$ cat src/rtl/vedic_pkg.sv
// Shared types and constants for the sequential 32x32 vedic multiplier controller.
package vedic_pkg;

  localparam int WIDTH  = 32;
  localparam int SLICE  = 8;
  localparam int NSTEPS = (WIDTH / SLICE) * (WIDTH / SLICE);
  localparam int STEP_W = 4;

  localparam logic [STEP_W-1:0] LAST_STEP = STEP_W'(NSTEPS - 1);

  typedef enum logic [1:0] {
    IDLE = 2'd0,
    CALC = 2'd1,
    DONE = 2'd2
  } state_t;

endpackage

$ cat src/rtl/vedic8x8.sv
// Combinational vedic multipliers: 2x2 from half adders, 4x4 and 8x8 from
// four half-width vedic products combined with their crosswise terms.
module vedic_ha (
  input  logic i_a,
  input  logic i_b,
  output logic o_s,
  output logic o_c
);
  assign o_s = i_a ^ i_b;
  assign o_c = i_a & i_b;
endmodule

module vedic2x2 (
  input  logic [1:0] a,
  input  logic [1:0] b,
  output logic [3:0] p
);
  logic w_c1;

  assign p[0] = a[0] & b[0];

  vedic_ha u_ha0 (
    .i_a (a[1] & b[0]),
    .i_b (a[0] & b[1]),
    .o_s (p[1]),
    .o_c (w_c1)
  );

  vedic_ha u_ha1 (
    .i_a (a[1] & b[1]),
    .i_b (w_c1),
    .o_s (p[2]),
    .o_c (p[3])
  );
endmodule

module vedic4x4 (
  input  logic [3:0] a,
  input  logic [3:0] b,
  output logic [7:0] p
);
  logic [3:0] w_q0, w_q1, w_q2, w_q3;

  vedic2x2 u_ll (.a(a[1:0]), .b(b[1:0]), .p(w_q0));
  vedic2x2 u_hl (.a(a[3:2]), .b(b[1:0]), .p(w_q1));
  vedic2x2 u_lh (.a(a[1:0]), .b(b[3:2]), .p(w_q2));
  vedic2x2 u_hh (.a(a[3:2]), .b(b[3:2]), .p(w_q3));

  // Vertical terms concatenate; crosswise terms land at the middle weight.
  assign p = {w_q3, w_q0} + {2'b00, w_q1, 2'b00} + {2'b00, w_q2, 2'b00};
endmodule

module vedic8x8 (
  input  logic [7:0]  a,
  input  logic [7:0]  b,
  output logic [15:0] p
);
  logic [7:0] w_q0, w_q1, w_q2, w_q3;

  vedic4x4 u_ll (.a(a[3:0]), .b(b[3:0]), .p(w_q0));
  vedic4x4 u_hl (.a(a[7:4]), .b(b[3:0]), .p(w_q1));
  vedic4x4 u_lh (.a(a[3:0]), .b(b[7:4]), .p(w_q2));
  vedic4x4 u_hh (.a(a[7:4]), .b(b[7:4]), .p(w_q3));

  assign p = {w_q3, w_q0} + {4'b0000, w_q1, 4'b0000} + {4'b0000, w_q2, 4'b0000};
endmodule

$ cat src/rtl/vedic_seq_mul32_ctrl.sv
// 32x32 unsigned multiplier that reuses one vedic8x8 slice over 16 steps,
// accumulating partial products into a 64-bit result behind valid/ready ports.
module vedic_seq_mul32_ctrl
  import vedic_pkg::*;
(
  input  logic        clk,
  input  logic        rst,
  input  logic        in_valid,
  output logic        in_ready,
  input  logic [31:0] A,
  input  logic [31:0] B,
  output logic        out_valid,
  input  logic        out_ready,
  output logic [63:0] Prod,
  output logic        busy
);

  // Handshake: a transfer happens on a rising edge where valid and ready are
  // both high; a producer holds valid and its data stable until that edge.

  state_t            r_state;
  state_t            w_state_nxt;
  logic [STEP_W-1:0] r_idx;
  logic [31:0]       r_a;
  logic [31:0]       r_b;
  logic [63:0]       r_acc;
  logic [63:0]       r_prod;

  logic [1:0]        w_i;
  logic [1:0]        w_j;
  logic [7:0]        w_a_sl;
  logic [7:0]        w_b_sl;
  logic [15:0]       w_pp16;
  logic [2:0]        w_wsum;
  logic [5:0]        w_shamt;
  logic [63:0]       w_pp_shift;
  logic [63:0]       w_acc_next;
  logic              w_accept;

  always_ff @(posedge clk) begin
    if (rst) r_state <= IDLE;
    else     r_state <= w_state_nxt;
  end

  always_comb begin
    w_state_nxt = r_state;
    in_ready    = 1'b0;
    out_valid   = 1'b0;
    busy        = 1'b0;
    case (r_state)
      IDLE: begin
        in_ready = 1'b1;
        if (in_valid) w_state_nxt = CALC;
      end
      CALC: begin
        busy = 1'b1;
        if (r_idx == LAST_STEP) w_state_nxt = DONE;
      end
      DONE: begin
        busy      = 1'b1;
        out_valid = 1'b1;
        // No bypass into a new job: the next accept waits for IDLE.
        if (out_ready) w_state_nxt = IDLE;
      end
      default: w_state_nxt = IDLE;
    endcase
  end

  assign w_accept = (r_state == IDLE) && in_valid;

  // idx[1:0] walks the A byte, idx[3:2] the B byte; weight is 8*(i+j).
  assign w_i        = r_idx[1:0];
  assign w_j        = r_idx[3:2];
  assign w_a_sl     = r_a[{w_i, 3'b000} +: 8];
  assign w_b_sl     = r_b[{w_j, 3'b000} +: 8];
  assign w_wsum     = {1'b0, w_i} + {1'b0, w_j};
  assign w_shamt    = {w_wsum, 3'b000};
  assign w_pp_shift = {48'd0, w_pp16} << w_shamt;
  assign w_acc_next = r_acc + w_pp_shift;

  vedic8x8 u_slice (
    .a (w_a_sl),
    .b (w_b_sl),
    .p (w_pp16)
  );

  always_ff @(posedge clk) begin
    if (rst) begin
      r_idx  <= '0;
      r_acc  <= '0;
      r_prod <= '0;
      r_a    <= '0;
      r_b    <= '0;
    end else if (w_accept) begin
      r_a   <= A;
      r_b   <= B;
      r_acc <= '0;
      r_idx <= '0;
    end else if (r_state == CALC) begin
      r_acc <= w_acc_next;
      r_idx <= r_idx + 4'd1;
      if (r_idx == LAST_STEP) r_prod <= w_acc_next;
    end
  end

  assign Prod = r_prod;

endmodule

$ cat config.mk
export PLATFORM = sky130hd
export DESIGN_NAME = vedic_seq_mul32_ctrl
export DESIGN_NICKNAME = d
export VERILOG_FILES = /design/src/rtl/vedic_pkg.sv /design/src/rtl/vedic8x8.sv /design/src/rtl/vedic_seq_mul32_ctrl.sv
export SDC_FILE = /design/constraint.sdc
export NUM_CORES = 1
export LEC_CHECK = 0
export BUFFER_PORTS_ARGS = -buffer_cell sky130_fd_sc_hd__buf_2
export CORE_UTILIZATION = 30
export CTS_BUF_LIST = sky130_fd_sc_hd__clkbuf_16
export CTS_CLUSTER_SIZE = 30
export DETAILED_ROUTE_END_ITERATION = 10
export PLACE_DENSITY_LB_ADDON = 0.1
export SLEW_MARGIN = 20
export SYNTH_ARGS = -nofsm -noshare
export SYNTH_HDL_FRONTEND = slang
export SYNTH_SLANG_ARGS = --single-unit
export TNS_END_PERCENT = 20
$ cat constraint.sdc
create_clock -name clk -period 11.4 [get_ports clk]
set_clock_uncertainty 0.15 [all_clocks]
set_input_delay 1.14 -clock clk [delete_from_list [all_inputs] [get_ports clk]]
set_output_delay 1.14 -clock clk [all_outputs]
set_load 0.01 [all_outputs]
==> impl_metrics.toml <==
[outcome]
status = "finished, final reports clean"

[layout]
drive_gt1_frac = 0.127
fillers = 5136
layout_common_cells = "nand2_1 (290), dfxtp_1 (198), a21oi_1 (179), nor2_1 (139), buf_2 (133)"
nets = 2113
mostFrequentLayoutCell = "nand2_1"
syn_to_final_growth_pct = 11.6
stdcell_area_um2 = 16200
stdcell_count = 2518

[timing]
setup_tns_ns = 0
finalCritPeriodShare = 0.869
rsz0062_at_grt = "no"
setup_viol = 0
hold_viol_final = 0
max_slew_margin = 0.309
tightest_slew_ns = 1.03
hold_slack_ns = 0.303
final_max_slew_viol_count = 0
min_period_ns = 9.91
fin_ws_ns = 1.49
clock.fmax_mhz = 101

[clocking]
cts_resized = 0
post_cts_buffers = 0
clk_latency_ns = 0.51
clockRootBuffer = "clkbuf_16"
cts.htree.levels = 4
cts_buffer_depth = 2
cts_sinks = 198
clk_transition_reported_paths_ns = 0.09
cts_tree = "yes"
cts-hold-fix-buffers = 0
numCtsBuffers = 17

[placed_design]
place_hpwl_mm = 39.0
place_area_um2 = 15600
dp_slack_ns = 1.71
place_congestion = 0.885
place_inst = 2485
io_buffers = 134

[logic_synthesis]
synth_area_leaders = "dfxtp_1 (27%), ha_1 (11%), nand2_1 (7.6%), a21oi_1 (6.2%), fa_1 (4.3%)"
synth_top_area_frac = 0.272
yosysSeqAreaShare = 0.272
synthMuxAreaShare = 0.0518
synth-edff-count = 0
synth_area_um2 = 14600
synth_warnings = 0
synth_top_flop_cell = "dfxtp_1"
yosys.area_share.simple = 0.222
syn_inst = 1836
synth_xor_area_frac = 0.0421
ys_ff_latch = 198
synth_top_family_by_area = "simple AND/OR/NAND/NOR gates"
ys_types = 83
avgSynthCellArea_um2 = 7.92
synth_top_cell_by_area = "dfxtp_1"
synth_fa_ha_area_frac = 0.150
synth-compound-area-share = 0.203
synthArstFlopShare = 0
syn_nets = 2060

[detailed_routing]
vias = 13282
drc = 0
wl_per_cell_um = 20.3
firstDrtPassIters = 5
via_per_inst = 5.27
drt-total-wl_mm = 51.2
drt_iter0_drc = 818
ant_nets = 0

[grt]
grt_first_pass_wirelength_mm = 79.1
grt_max_degree = 66
global_route.overflow_total = 0
top_usage_layer = "met2"
globalRouteMet2Util = 0.322
met3_usage = 0.0333
grt_pass1_vias = 13058
gr-usage-met1 = 0.304
grt.total_usage = 0.210
antenna_found_initial = 0

[die]
initial_core_util = 0.305
die-area_um2 = 49400
core_um2 = 47700
io_pins = 135
die_w_um = 222
dieHeight_um = 222
num_rows = 80

[power_and_ir_drop]
seqPwrFrac = 0.369
power_frac_clock = 0.294
leakagePower_nw = 7.12
p_int_mw = 1.26
p_sw_frac = 0.413
powerDensity_nw_per_um2 = 133
p_switching_mw = 0.888
pwr-share-comb = 0.336
ir_worst_vdd_uv = 124

[run]
maxCapViolCount = 0

[setup_path]
required_ns = 11.70
cp.arrival_ns = 10.20
start_kind = "register"
cp-end-kind = "register"
max_stage_delay_ns = 0.84
cpMostUsedCell = "ha_1"
crit_slowest_cell = "o21ai_0"
path_max_fanout = 12
worstSetupPathType = "reg -> reg"

[min_path]
hold_class = "reg -> reg"
cells by family (layout without fill, tap and decap cells):
kind of cell	count (synthesis)	count (layout)
compound gates	449	449
simple gates	695	695
mux	55	55
xor+xnor	70	70
flops	198	198
other cells	0	1
fa+ha+maj	156	156
buf+inv	213	279
final timing paths:
check,from,end,slack [ns],depth (start not counted)
worst max-delay path,r_idx[2],r_acc[59],1.49,30
worst min-delay path,Prod[30],Prod[30],0.30,2
worst max register to register,r_idx[2],r_acc[59],1.49,30
worst min register to register,Prod[30],Prod[30],0.30,2
final cells by class:
class                      instances  area (um^2)  share of cell area
clock inverter                    15          156             0.00963
timing repair buffer             146          763              0.0470
sequential                       198         3960               0.244
multi-input combinational       1425         9780               0.602
inverter                         101          379              0.0234
clock buffer                      17          425              0.0262
antenna                            1         2.50            0.000154
tap                              615          769              0.0474
worst max-delay path: cells and delay by family (launching register included):
kind,cells,cell delay [ns]
compound gates,6,2.06
simple gates,11,2.79
xor+xnor,2,0.35
buf+inv,3,0.18
fa+ha+maj,7,2.79
flops,1,0.81
mux,1,0.72
sequential cells by signal, indices dropped and copies added (netlist names):
register / cells
r_acc: 64
r_b: 32
r_a: 32
Prod: 64
r_idx: 4
r_state: 2
power groups by stage:
| stage | clock [mW] | combinational, mW | sequential, mW |
|---|---|---|---|
| 3_5_place_dp | 0 | 0.730 | 0.812 |
| 2_1_floorplan | 0 | 0.497 | 0.785 |
| 3_3_place_gp | 0 | 0.728 | 0.812 |
| 5_1_grt | 0.680 | 0.794 | 0.804 |
| 4_1_cts | 0.660 | 0.732 | 0.796 |
| 6_report | 0.633 | 0.724 | 0.795 |
routing by layer:
metal | up-vias | wire, um
met1 | 6464 | 26200
met4 | 0 | 668
met2 | 233 | 22600
li1 | 6550 | -
met3 | 35 | 1800
met5 | - | 0
stage by stage:
stage	power, mW	utilization
floorplan	1.28	-
global placement	1.54	0.328
detailed placement	1.54	0.328
CTS	2.19	0.340
global route	2.28	0.340
finish	2.15	0.340
Yosys cell counts, types with 14 or more instances:
master	instances
and2_1	62
mux4_2	16
a31oi_1	19
a21o_1	42
nand3_1	67
ha_1	125
clkbuf_1	77
a21oi_1	179
xor2_1	37
fa_1	31
nor3_1	23
xnor2_1	33
mux2i_1	37
dfxtp_1	198
buf_2	17
o21bai_1	16
inv_1	100
nor2_1	140
nand2_1	293
nand4_1	20
nor2b_1	14
o21ai_0	65
buf_1	15
No activity file was read; power rests on OpenSTA's default activity.
